==> config.mk <==
export PLATFORM = sky130hd
export DESIGN_NAME = hazard_unit
export DESIGN_NICKNAME = d
export VERILOG_FILES = /design/src/rtl/mips_pkg.sv /design/src/rtl/mult_tracker.sv /design/src/rtl/hazard_unit.sv
export SDC_FILE = /design/constraint.sdc
export NUM_CORES = 1
export LEC_CHECK = 0
export CAP_MARGIN = 30
export CORE_ASPECT_RATIO = 1.5
export CORE_UTILIZATION = 41
export DETAILED_ROUTE_END_ITERATION = 6
export GPL_TIMING_DRIVEN = 0
export PLACE_DENSITY_LB_ADDON = 0.25
export SKIP_LAST_GASP = 1
export SLEW_MARGIN = 40
export SYNTH_ARGS = -nofsm -noshare
export SYNTH_HDL_FRONTEND = slang
export SYNTH_HIERARCHICAL = 1
export SYNTH_SLANG_ARGS = --single-unit
==> constraint.sdc <==
create_clock -name clk -period 2.85 [get_ports clk]
set_clock_uncertainty 0.2 [all_clocks]
set_input_delay 0.285 -clock clk [delete_from_list [all_inputs] [get_ports clk]]
set_output_delay 0.285 -clock clk [all_outputs]
set_load 0.01 [all_outputs]
==> src/rtl/mips_pkg.sv <==
// Shared encodings for the five-stage MIPS core: writeback sources,
// forward selects, multiplier tracker states and a tag-compare helper.
package mips_pkg;

    typedef enum logic [2:0] {
        WB_ALU = 3'b000,
        WB_MEM = 3'b001,
        WB_HI  = 3'b010,
        WB_LO  = 3'b011,
        WB_PC8 = 3'b100
    } wbSrc_t;

    localparam logic [1:0] FWD_RF = 2'b00;
    localparam logic [1:0] FWD_W  = 2'b01;
    localparam logic [1:0] FWD_M  = 2'b10;

    typedef enum logic [0:0] {
        MULT_IDLE = 1'b0,
        MULT_BUSY = 1'b1
    } multState_t;

    // $zero is hard-wired, so a write to it can never be a real producer.
    function automatic logic tagMatch(input logic [4:0] srcTag,
                                      input logic       writeEn,
                                      input logic [4:0] dstTag);
        return writeEn && (srcTag != 5'd0) && (srcTag == dstTag);
    endfunction

endpackage

==> src/rtl/mult_tracker.sv <==
// Tracks the iterative multiplier (IDLE/BUSY) with a sticky watchdog that
// abandons a multiply which never signals completion.
module mult_tracker
    import mips_pkg::*;
#(
    parameter int MULT_TIMEOUT = 64
) (
    input  logic clk,
    input  logic rst,
    input  logic MultStartE,
    input  logic MultDoneE,
    output logic busyEff,
    output logic multBusy,
    output logic multTimeout
);

    localparam int TW = (MULT_TIMEOUT > 1) ? $clog2(MULT_TIMEOUT) : 1;
    localparam logic [TW-1:0] TIMER_LAST = TW'(MULT_TIMEOUT - 1);

    multState_t    state;
    multState_t    stateNext;
    logic [TW-1:0] timer;
    logic [TW-1:0] timerNext;
    logic          timeoutNext;

    // A launch while BUSY is a back-to-back multiply: stay BUSY, restart the timer.
    always_comb begin
        stateNext   = state;
        timerNext   = timer;
        timeoutNext = multTimeout;
        case (state)
            MULT_IDLE: begin
                if (MultStartE) begin
                    stateNext = MULT_BUSY;
                    timerNext = '0;
                end
            end
            MULT_BUSY: begin
                if (MultStartE) begin
                    timerNext = '0;
                end else if (MultDoneE) begin
                    stateNext = MULT_IDLE;
                    timerNext = '0;
                end else if (timer == TIMER_LAST) begin
                    stateNext   = MULT_IDLE;
                    timerNext   = '0;
                    timeoutNext = 1'b1;
                end else begin
                    timerNext = timer + 1'b1;
                end
            end
            default: begin
                stateNext = MULT_IDLE;
                timerNext = '0;
            end
        endcase
    end

    always_ff @(posedge clk or negedge rst) begin
        if (!rst) begin
            state       <= MULT_IDLE;
            timer       <= '0;
            multTimeout <= 1'b0;
        end else begin
            state       <= stateNext;
            timer       <= timerNext;
            multTimeout <= timeoutNext;
        end
    end

    assign multBusy = (state == MULT_BUSY);
    assign busyEff  = (multBusy && !MultDoneE) || MultStartE;

endmodule

==> src/rtl/hazard_unit.sv <==
// Stall/flush/forward control for the five-stage MIPS pipeline.
// Optional HAZARD_PERF_CNT_EN adds saturating stall performance counters.
module hazard_unit
    import mips_pkg::*;
#(
    parameter int MULT_TIMEOUT = 64
) (
    input  logic       clk,
    input  logic       rst,
    input  logic [1:0] branchD,
    input  logic [4:0] RsD,
    input  logic [4:0] RtD,
    input  logic       MultStartD,
    input  logic       MultReadD,
    input  logic [4:0] RsE,
    input  logic [4:0] RtE,
    input  logic [4:0] WriteRegE,
    input  logic       RegWriteE,
    input  logic [2:0] WBSrcE,
    input  logic       MultStartE,
    input  logic       MultDoneE,
    input  logic [4:0] WriteRegM,
    input  logic       RegWriteM,
    input  logic [2:0] WBSrcM,
    input  logic [4:0] WriteRegW,
    input  logic       RegWriteW,
    output logic       stallF,
    output logic       stallD,
    output logic       flushE,
    output logic       forwardAD,
    output logic       forwardBD,
    output logic [1:0] forwardAE,
    output logic [1:0] forwardBE,
    output logic       multBusy,
    output logic       multTimeout
`ifdef HAZARD_PERF_CNT_EN
    ,
    output logic [31:0] perfStallCycles,
    output logic [31:0] perfMultStall
`endif
);

    logic busyEff;
    logic lwstall;
    logic brstall;
    logic multstall;
    logic stallAny;

    mult_tracker #(
        .MULT_TIMEOUT(MULT_TIMEOUT)
    ) uMultTracker (
        .clk        (clk),
        .rst        (rst),
        .MultStartE (MultStartE),
        .MultDoneE  (MultDoneE),
        .busyEff    (busyEff),
        .multBusy   (multBusy),
        .multTimeout(multTimeout)
    );

    // M is the younger producer, so it wins over W.
    always_comb begin
        forwardAE = FWD_RF;
        if (tagMatch(RsE, RegWriteM, WriteRegM)) begin
            forwardAE = FWD_M;
        end else if (tagMatch(RsE, RegWriteW, WriteRegW)) begin
            forwardAE = FWD_W;
        end
    end

    always_comb begin
        forwardBE = FWD_RF;
        if (tagMatch(RtE, RegWriteM, WriteRegM)) begin
            forwardBE = FWD_M;
        end else if (tagMatch(RtE, RegWriteW, WriteRegW)) begin
            forwardBE = FWD_W;
        end
    end

    assign forwardAD = tagMatch(RsD, RegWriteM, WriteRegM);
    assign forwardBD = tagMatch(RtD, RegWriteM, WriteRegM);

    assign lwstall = (WBSrcE == WB_MEM) &&
                     (tagMatch(RsD, RegWriteE, WriteRegE) ||
                      tagMatch(RtD, RegWriteE, WriteRegE));

    // Branches resolve in Decode, so any E producer or an M load must settle first.
    assign brstall = (branchD != 2'b00) &&
                     (tagMatch(RsD, RegWriteE, WriteRegE) ||
                      tagMatch(RtD, RegWriteE, WriteRegE) ||
                      ((WBSrcM == WB_MEM) &&
                       (tagMatch(RsD, RegWriteM, WriteRegM) ||
                        tagMatch(RtD, RegWriteM, WriteRegM))));

    assign multstall = (MultReadD || MultStartD) && busyEff;

    assign stallAny = lwstall || brstall || multstall;
    assign stallF   = stallAny;
    assign stallD   = stallAny;
    assign flushE   = stallAny;

`ifdef HAZARD_PERF_CNT_EN
    always_ff @(posedge clk or negedge rst) begin
        if (!rst) begin
            perfStallCycles <= '0;
            perfMultStall   <= '0;
        end else begin
            if (stallD && (perfStallCycles != 32'hFFFF_FFFF)) begin
                perfStallCycles <= perfStallCycles + 32'd1;
            end
            if (multstall && (perfMultStall != 32'hFFFF_FFFF)) begin
                perfMultStall <= perfMultStall + 32'd1;
            end
        end
    end
`endif

endmodule

---- After elaboration in Yosys (flattened, before gate mapping) ----
Cells that the tools add are included.
word-level totals
  word-level logic and storage cells ...... 68
  bits of input ports ..................... 52
  output and inout bits ................... 11
  register bits after elaboration ......... 8
operators by class
  reduce and logical (&&, ||, !) cells .... 35
  multiplexer cells ....................... 14
  add/sub/neg operators ................... 1
  equality and inequality tests ........... 12
  bitwise gates (word level) .............. 3
operators with widths
  kind                                                              number
  5-bit == test                                                     8
  6-bit 2-to-1 mux                                                  4
  1-bit logical AND                                                 21
  5-bit nonzero test                                                4
  6-bit one-hot mux with 2 select lines                             1
  1-bit logical OR                                                  7
  6-bit by 1-bit adder with 6-bit output (second input constant)    1
  3-bit by 1-bit == test with 1-bit output (second input constant)  2
  6-bit == test (second input constant)                             1
  1-bit 2-to-1 mux                                                  6
  2-bit 2-to-1 mux                                                  2
  4-bit AND reduction                                               1
  1-bit inverter                                                    3
  2-bit != test (second input constant)                             1
  1-bit one-hot mux with 2 select lines                             1
  2-bit nonzero test                                                1
  1-bit zero test                                                   1

---- Longest topological paths before layout ----
Gate-level depths: netlist of run 1.
  word-level depth ........................ 9
  gate-level depth with buffers ........... 7
  mapped depth without buffers ............ 5

---- Modules after synthesis ----
The synthesis of run 1 kept the hierarchy.
by module, submodules not included
  module        area an instance (um^2)  cells an instance  times used
  hazard_unit   635.6                    77                 1
  mult_tracker  457.9                    46                 1

---- Worst setup path after synthesis of run 1 ----
Ideal clock, no wire load.
  path type ............................... in2out
  from .................................... input port WriteRegM[4]
  to ...................................... output port stallD
  arrival time ............................ 1.569 ns
  cell stages on the path ................. 7
  required time ........................... 2.365 ns
  path slack .............................. 0.796 ns
  path buffers ............................ 2
  path through ............................ clkbuf_1 > xnor2_1 > nand4_1 > nor4_2 > o211ai_2 > o211ai_1 > buf_4
on the way
  longest elaborated chain between the ends .. 8
RTL lines
  item                           line               source
  from (decl)                    hazard_unit.sv:22  input logic [4:0] WriteRegM,
  5-bit == test                  --
  1-bit logical AND              --
  net forwardBD                  hazard_unit.sv:31  output logic forwardBD,
  1-bit logical OR               hazard_unit.sv:92  (tagMatch(RsD, RegWriteM, WriteRegM) ||
  1-bit logical AND              hazard_unit.sv:91  ((WBSrcM == WB_MEM) &&
  1-bit logical OR               hazard_unit.sv:90  tagMatch(RtD, RegWriteE, WriteRegE) ||
  1-bit logical AND              hazard_unit.sv:88  assign brstall = (branchD != 2'b00) &&
  1-bit logical OR (2 in a row)  hazard_unit.sv:97  assign stallAny = lwstall || brstall || multstall;
  to (decl)                      hazard_unit.sv:28  output logic stallD,
The timed path passes the listed nets, and every way through them passes these cells.

---- Worst setup path after layout of run 1 ----
  from .................................... input port RsD[1]
  to ...................................... output port stallD
on the way
  longest elaborated chain between the ends .. 9
RTL lines
  item                               line               source
  from (decl)                        hazard_unit.sv:11  input logic [4:0] RsD,
  5-bit nonzero test                 mips_pkg.sv:26     return writeEn && (srcTag != 5'd0) && (srcTag == dstTag);
  1-bit logical AND (2 in a row)     mips_pkg.sv:26
  1-bit logical OR                   hazard_unit.sv:92
  1-bit logical AND                  hazard_unit.sv:91
  1-bit logical OR                   hazard_unit.sv:90
  1-bit logical AND                  hazard_unit.sv:88
  1-bit logical OR (*) (2 in a row)  hazard_unit.sv:97
Every way passes the cells marked *; elsewhere a longest branch is shown, timed or not.

==> results of run 1 <==
worst max path at each step:
| stage | start | endpoint | slack, ns | depth (start not counted) |
|---|---|---|---|---|
| 2_1_floorplan | WriteRegM[4] | stallD | 0.80 | 7 |
| 3_3_place_gp | RsD[1] | stallD | -0.09 | 8 |
| 5_1_grt | RsD[1] | stallF | 0.02 | 8 |
| 3_5_place_dp | RsD[1] | stallF | -0.17 | 8 |
| 6_report | RsD[1] | stallD | 0.07 | 8 |
| 4_1_cts | RtE[1] | forwardBE[0] | 0.02 | 6 |
metal layers:
layer  routed length (um)  track usage
met1                 1070        0.222
met2                 1940        0.494
met3                   97       0.0110
met4                   68        0.110
met5                    0            0
Yosys cell counts:
library cell  instances  area share
and3_1                1      0.0057
inv_1                 3       0.010
o21ai_0               3       0.014
clkbuf_1              2      0.0069
buf_4                 3       0.021
dfrtp_1               8        0.18
nor3_1                1      0.0046
nor2_2                1      0.0057
nor2_1                4       0.014
nand4_1               6       0.034
a21o_1                1      0.0069
xor2_1               13        0.10
and4bb_2              1       0.011
xnor2_1              27        0.22
nor4b_1               1      0.0080
a21bo_2               1      0.0092
nor2_4                2       0.021
o2111ai_1             1      0.0080
a32o_1                1      0.0092
or3_1                 1      0.0057
o211ai_1              1      0.0069
nor4_1                3       0.017
nor2b_1               2       0.011
a31oi_1               4       0.023
or4_4                 2       0.021
nand2b_1              2       0.011
o211ai_2              1       0.011
nor4_2                6       0.069
and4_1                1      0.0080
nand2b_4              1       0.013
buf_2                 1      0.0046
o41ai_1               1      0.0080
a22o_1                1      0.0080
ha_1                  1       0.011
o31ai_1               1      0.0069
nor3b_1               2       0.014
or4_1                 2       0.014
nand2_1               4       0.014
a21oi_1               2      0.0092
nand3_1               3       0.014
a31o_2                1      0.0080
through the flow:
step	TNS (ns)	power [mW]	cells
floorplan	0	0.208	123
finish	0	0.411	210
global placement	-0.176	0.319	207
detailed placement	-0.414	0.327	207
global route	0	0.433	210
CTS	0	0.414	210
registers in the layout (all words and copies together) (netlist names):
signal                    count
uMultTracker/timer            6
uMultTracker/multTimeout      1
uMultTracker/multBusy         1
cell families after synthesis:
| family | Yosys count | share of synthesized area |
|---|---|---|
| adders and majority gates | 1 | 0.0114 |
| xor gates and xnor gates | 40 | 0.320 |
| and+or+nand+nor | 46 | 0.315 |
| AOI/OAI and AO/OA | 19 | 0.128 |
| buffers and inverters | 9 | 0.0423 |
| DFF | 8 | 0.183 |
cell type report:
| class | instances | area, sq um |
|---|---|---|
| clock buffers | 3 | 22.5 |
| plain buffers | 6 | 35.0 |
| fillers | 204 | 713 |
| inverters | 3 | 11.3 |
| well taps | 24 | 30.0 |
| flip-flops and latches | 8 | 200 |
| multi-input cells | 106 | 862 |
| repair buffers | 60 | 603 |
report_power, final:
group	total, mW	switching, mW	internal (mW)
Sequential	0.119	0.00250	0.116
Combinational	0.205	0.0859	0.119
Clock	0.0877	0.0395	0.0482
Total	0.411	0.128	0.284
worst max-delay path: cells and delay by family:
family	cells	cell delay (ns)
buf+inv	3	0.93
simple gates	3	0.78
compound gates	2	0.29
repair_timing:
item / CTS / global route
setup endpoints to repair: 4 / 3
pin swaps: 0 / 1
gates resized for setup: 6 / 5
cloned: 0 / 0
hold endpoints to repair: 0 / 0
==> results.toml, run 1 <==
[synthesis]
synthDistinctLibCells = 41
syn-num-nets = 176
avgSynthCellArea_sq_um = 8.89
syn-cell-area_sq_um = 1090
synthCells = 123
ys_ff_latch = 8
seq_area_frac_synth = 0.183
yosysWarnings = 6

[finish]
diodes = 0
final_common_cell = "clkdlybuf4s50_1"
drive_gt1_frac = 0.140
syn2layout_area_growth_pct = 61.3
final_cell_mix = "53 x clkdlybuf4s50_1, 27 x xnor2_1, 13 x xor2_1, 8 x dfrtp_1"
stdcell_area_sq_um = 1760
utilization = 0.712
final_nets = 241

[timing]
slew_viol_final = 0
period_share = 0.976
timing.fmax_mhz = 360
relSlewSlack = 0.731
setup_viol = 0
hold_violations = 0
min_period_ns = 2.78
holdWs_ns = 0.113
rsz0062_at_grt = "false"
worst_pin_slew_ns = 0.401
layout_setup_ws_ns = 0.0689

[setup_path]
criticalPathCategory = "in2out"
max_stage_delay_ns = 0.57
r2r-end = "uMultTracker/timer[1]"
cp_data_required_time_ns = 2.37
r2r_start = "uMultTracker/timer[0]"
cp_cell_sequence = "clkdlybuf4s50_1 -> or4_4 -> nor2_2 -> nor4_1 -> a31oi_1 -> o211ai_1 -> buf_4 -> dlygate4sd2_1"
arrival_ns = 2.30
cp-end-kind = "output pin"
cp_max_fo = 3
reg2regPathDepth = 4
r2r_slack_ns = 1.11
start_kind = "primary input"
cp_slowest_cell = "or4_4"

[placement]
io_buffers = 60
placed_area_sq_um = 1720
dp_slack_ns = -0.170
place_congestion = 0.798
post-dp-hpwl_mm = 2.67

[worst_hold_path]
hold_class = "in2async"

[clock_network]
cts_made_buffers = 3
cts_htree_levels = 1
root_buffer = "clkbuf_4"
hold_buffers = 0
cts_tree = "yes"
path_clk_slew_ns = 0.06
clock-sinks = 8
postCtsSetupRepairBufs = 0
cts.path.max_buffers = 2
worstSkewPairLatency_ns = 0.26

[outcome]
outcome = "complete, no violations"

[floorplanning]
core_area_sq_um = 2480
die-area_sq_um = 2880
fp-row-count = 22
die_w_um = 44.2
top_level_ports = 63
die_h_um = 65.3
start_util = 0.441

[global_routing]
grt_usage = 0.240
antenna_found_initial = 0
grt-ovfl-total = 0
grt_pass1_vias = 1277
grt_max_degree = 11
grt_pass1_wl_mm = 5.26

[routing]
drtAntennaViolNets = 0
dr.pass1.iters = 6
avgRoutedWirePerCell_um = 15.1
drcViolationCount = 0
drtIter0Drc = 17
via_count = 1190
post_drt_via_cell_ratio = 5.67
drt-total-wl_mm = 3.17

[pwr]
p_leak_nw = 0.675
cellPowerDensity_nw_per_um2 = 233
ir_worst_vdd_mv = 0.133

[flow_run]
maxCapViolations = 0
Note: power is estimated with default switching activity, not from simulation.
==> run 2, diff against run 1 <==
--- a/config.mk
+++ b/config.mk
@@ -10,7 +10,7 @@
 export CORE_UTILIZATION = 41
 export DETAILED_ROUTE_END_ITERATION = 6
 export GPL_TIMING_DRIVEN = 0
-export PLACE_DENSITY_LB_ADDON = 0.25
+export PLACE_DENSITY = 0.86
 export SKIP_LAST_GASP = 1
 export SLEW_MARGIN = 40
 export SYNTH_ARGS = -nofsm -noshare
==> run 2 against run 1 <==
Net effect:
- the run now ends with DRC left
- first-iteration DRC count down 18%
- maximum frequency up 1.5%
- worst setup slack better by 0.042 ns
- critical path type unchanged
- highest routed layer unchanged
==> results.toml, run 2 (synthesis gave the netlist of run 1 again) <==
[setup_path]
start_kind = "primary input"
cp_data_required_time_ns = 2.37
cp_max_fo = 3
cp_cell_sequence = "dlygate4sd2_1 -> or4_4 -> nor2_4 -> nor4_2 -> a31oi_1 -> o211ai_1 -> buf_4 -> clkdlybuf4s50_1"
cp_num_buf_inv = 3
cp_slowest_cell = "or4_4"
r2r_slack_ns = 1.18
cp-end-kind = "output pin"
arrival_ns = 2.25
path_delay_family = "buffers and inverters"
max_stage_delay_ns = 0.56
criticalPathCategory = "in2out"

[finish]
final_cells = 211
drive_gt1_frac = 0.150
multi_input_area_sq_um = 880
regArea_sq_um = 200
largest_register_ffs = 6
regMostFlops = "uMultTracker/timer"
final_common_cell = "clkdlybuf4s50_1"
n_fill_cell = 184
stdcell_area_sq_um = 1800
syn2layout_area_growth_pct = 64.2
final_cell_mix = "43 x clkdlybuf4s50_1, 27 x xnor2_1, 13 x xor2_1, 9 x dlygate4sd2_1"
final_nets = 242
diodes = 0

[global_routing]
grt_max_degree = 11
grt_usage = 0.230
grt-ovfl-total = 0
grt_pass1_wl_mm = 4.95
antenna_found_initial = 0
grt_pass1_vias = 1213

[flow_run]
maxCapViolations = 0

[clock_network]
cts.path.max_buffers = 2
clock-sinks = 8
hold_buffers = 0
cts_htree_levels = 1
cts_tree = "yes"
root_buffer = "clkbuf_4"
path_clk_slew_ns = 0.05
cts_made_buffers = 3
worstSkewPairLatency_ns = 0.26

[floorplanning]
die_w_um = 44.2
die_h_um = 65.3
top_level_ports = 63
die-area_sq_um = 2880
core_area_sq_um = 2480
fp-row-count = 22
start_util = 0.441

[placement]
placed_area_sq_um = 1720
place_congestion = 0.826
io_buffers = 60
dp.cells = 207
post-dp-hpwl_mm = 2.77

[timing]
worst_pin_slew_ns = 0.370
period_share = 0.961
relSlewSlack = 0.753
timing.fmax_mhz = 365
rsz0062_at_grt = "false"
min_period_ns = 2.74
hold_violations = 0
slew_viol_final = 0
setup_viol = 0

[routing]
drt-total-wl_mm = 3.21
dr.pass1.iters = 6
via_count = 1221
post_drt_via_cell_ratio = 5.79
drtIter0Drc = 14
avgRoutedWirePerCell_um = 15.2
drtAntennaViolNets = 0
drcViolationCount = 4

[outcome]
outcome = "finished, violations left"
violations = "DRC"

[pwr]
power.share.combinational = 0.499
internal_power_mw = 0.282
power_switching_mw = 0.131
cellPowerDensity_nw_per_um2 = 230
p_leak_nw = 0.733
ir_worst_vdd_mv = 0.155
p_sw_frac = 0.317
seq_power_share = 0.287
pwr-share-clk = 0.214

[worst_hold_path]
hold_class = "in2async"
[run 2: changes by cell type in the layout (fill, tap and decap cells not counted), sizes merged]
| cell | delta |
|---|---|
| clkdlybuf4s50 | -10 |
| buf | +1 |
| dlymetal6s2s | +5 |
| dlygate4sd2 | +5 |
[run 2: metrics by stage]
step / setup slack [ns] / util / power [mW] / setup TNS [ns] / hold WS (ns)
after global routing: 0.0177 / 0.725 / 0.437 / 0 / 0.125
after CTS: -0.000572 / 0.709 / 0.413 / -0.000572 / 0.117
after floorplan: 0.796 / - / 0.208 / 0 / -0.211
after global placement: -0.0885 / 0.696 / 0.320 / -0.176 / 0.249
after detailed placement: -0.107 / 0.696 / 0.327 / -0.227 / 0.256
final: 0.111 / 0.725 / 0.413 / 0 / 0.103
[run 2: what timing repair did]
| item | CTS | global route |
|---|---|---|
| setup buffers | 0 | 1 |
| endpoints found under the setup margin | 4 | 4 |
| resized for setup | 13 | 10 |
| hold endpoints to repair | 0 | 0 |
| pin swaps | 1 | 5 |
[run 2: final timing paths]
| kind | depth (start not counted) | to | start |
|---|---|---|---|
| worst max-delay path | 8 | stallF | RsD[1] |
| worst min-delay path | 1 | uMultTracker/timer[3] | rst |
| worst max register to register | 4 | uMultTracker/timer[1] | uMultTracker/timer[0] |
| worst min register to register | 2 | uMultTracker/multTimeout | uMultTracker/multTimeout |
| max in group asynchronous | 1 | uMultTracker/timer[0] | rst |
| min in group clk | 2 | uMultTracker/multTimeout | uMultTracker/multTimeout |
[run 2: final cells by class]
class / instances / share of cell area
clock buffers: 3 / 0.0125
flip-flops and latches: 8 / 0.111
plain buffers: 6 / 0.0195
multi-input cells: 106 / 0.490
well taps: 24 / 0.0167
repair buffers: 61 / 0.344
inverters: 3 / 0.00627
[run 2: power by group through the flow]
stage | clock network [mW] | logic [mW] | registers [mW]
5_1_grt | 0.0977 | 0.221 | 0.119
3_5_place_dp | 0 | 0.207 | 0.120
6_report | 0.0886 | 0.206 | 0.119
4_1_cts | 0.0891 | 0.206 | 0.118
2_1_floorplan | 0 | 0.0875 | 0.120
3_3_place_gp | 0 | 0.200 | 0.120
[run 2: per-layer routing]
layer / GRT usage / share of wire / vias to the layer above
li1: - / - / 583
met5: 0 / 0 / -
met1: 0.194 / 0.31 / 563
met4: 0.125 / 0.038 / 0
met3: 0.0522 / 0.085 / 9
met2: 0.460 / 0.56 / 66
==> run 3, diff against run 2 <==
--- a/config.mk
+++ b/config.mk
@@ -7,10 +7,10 @@
 export LEC_CHECK = 0
 export CAP_MARGIN = 30
 export CORE_ASPECT_RATIO = 1.5
-export CORE_UTILIZATION = 41
+export CORE_UTILIZATION = 38
 export DETAILED_ROUTE_END_ITERATION = 6
 export GPL_TIMING_DRIVEN = 0
-export PLACE_DENSITY = 0.86
+export PLACE_DENSITY = 0.8
 export SKIP_LAST_GASP = 1
 export SLEW_MARGIN = 40
 export SYNTH_ARGS = -nofsm -noshare
==> run 3 against run 2 <==
Net effect:
- the flow now finishes without violations
- critical endpoint unchanged
- largest cell class unchanged
- core utilization down 5.3 points
- register-to-register slack worse by 0.09 ns
- clock power up 58%
- sequential power about the same
- power up 13%
- clock-buffer cell count unchanged
==> results.toml, run 3 (synthesis gave the netlist of run 1 again) <==
[global_routing]
grt_pass1_wl_mm = 4.91
grt_pass1_vias = 1211
antenna_found_initial = 0
grt_usage = 0.215
grt_max_degree = 11
grt-ovfl-total = 0

[placement]
io_buffers = 60
dp.cells = 220
dp_slack_ns = -0.0976
place_congestion = 0.843
post-dp-hpwl_mm = 2.72
placed_area_sq_um = 1740

[clock_network]
worstSkewPairLatency_ns = 0.23
cts.path.max_buffers = 2
root_buffer = "clkbuf_8"
cts_htree_levels = 1
path_clk_slew_ns = 0.04
cts_tree = "yes"
cts_made_buffers = 3
hold_buffers = 0
clock-sinks = 8

[routing]
drtAntennaViolNets = 0
via_count = 1218
avgRoutedWirePerCell_um = 14.0
drtIter0Drc = 18
drt-total-wl_mm = 3.13
post_drt_via_cell_ratio = 5.44
dr.pass1.iters = 4
drcViolationCount = 0

[timing]
relSlewSlack = 0.711
holdWs_ns = 0.134
timing.fmax_mhz = 357
layout_setup_ws_ns = 0.0500
setup_viol = 0
min_period_ns = 2.80
hold_violations = 0
rsz0062_at_grt = "true"
slew_viol_final = 0
worst_pin_slew_ns = 0.431
period_share = 0.982

[finish]
regMostFlops = "uMultTracker/timer"
stdcell_area_sq_um = 1820
largest_register_ffs = 6
final_cells = 224
final_cell_mix = "49 x clkdlybuf4s50_1, 27 x xnor2_1, 13 x xor2_1, 9 x dlygate4sd2_1, 8 x dfrtp_1"
drive_gt1_frac = 0.144
final_common_cell = "clkdlybuf4s50_1"
diodes = 0
syn2layout_area_growth_pct = 66.2
final_nets = 242

[setup_path]
arrival_ns = 2.32
cp_data_required_time_ns = 2.37
cp-end-kind = "output pin"
cp_max_fo = 3
start_kind = "primary input"
criticalPathCategory = "in2out"

[floorplanning]
die_w_um = 45.8
start_util = 0.404
core_area_sq_um = 2710
top_level_ports = 63
die-area_sq_um = 3100
die_h_um = 67.7
fp-row-count = 23

[pwr]
cellPowerDensity_nw_per_um2 = 256
ir_worst_vdd_mv = 0.216
p_leak_nw = 0.684

[worst_hold_path]
hold_class = "in2async"

[outcome]
outcome = "complete, no violations"

[flow_run]
maxCapViolations = 0
[run 3: worst paths after layout]
path	from	to	slack (ns)	cells after the start
max	RsD[3]	stallF	0.05	9
min	rst	uMultTracker/multTimeout	0.13	1
max reg2reg	uMultTracker/timer[0]	uMultTracker/timer[1]	1.09	4
min reg2reg	uMultTracker/multTimeout	uMultTracker/multTimeout	0.26	2
max in group asynchronous	rst	uMultTracker/timer[1]	2.05	1
min in group clk	uMultTracker/multTimeout	uMultTracker/multTimeout	0.26	2
[run 3: power by group]
| part | total (mW) | leakage [nW] | internal, mW | switching [mW] |
|---|---|---|---|---|
| Clock | 0.140 | 0.0216 | 0.0918 | 0.0480 |
| Combinational | 0.207 | 0.560 | 0.119 | 0.0879 |
| Sequential | 0.119 | 0.103 | 0.117 | 0.00263 |
[run 3: per-layer routing]
metal	wire, um	global-route usage	vias up
met1	974	0.203	561
met2	1810	0.420	65
met5	0	0	-
li1	-	-	583
met3	247	0.0348	9
met4	103	0.110	0
[run 3: metrics by stage]
step	TNS (ns)	util	total power [mW]
detailed placement	-0.194	0.643	0.327
global route	-0.0372	0.672	0.495
finish	0	0.672	0.466
floorplan	0	-	0.208
global placement	-0.144	0.643	0.320
CTS	-0.0177	0.661	0.467
[run 3: final cells by class]
type,instances,area [sq um]
Buffer,6,35.0
Clock buffer,3,41.3
Fill cell,243,887
Inverter,3,11.3
Multi-Input combinational cell,106,882
Sequential cell,8,200
Tap cell,37,46.3
Timing Repair Buffer,61,602
[run 3: what timing repair did]
item                       CTS  global route
setup endpoints to repair    3             4
setup buffers                1             0
gates resized for setup     11             6
pin swaps                    4             3
[run 3: critical path, cell delays in order]
cell and delay [ns]:
clkdlybuf4s50_1 0.47, or4_4 0.52, nor2_4 0.14, nor4_2 0.07, a31oi_1 0.16, o211ai_1 0.14
buf_4 0.16, buf_4 0.11, dlygate4sd2_1 0.27
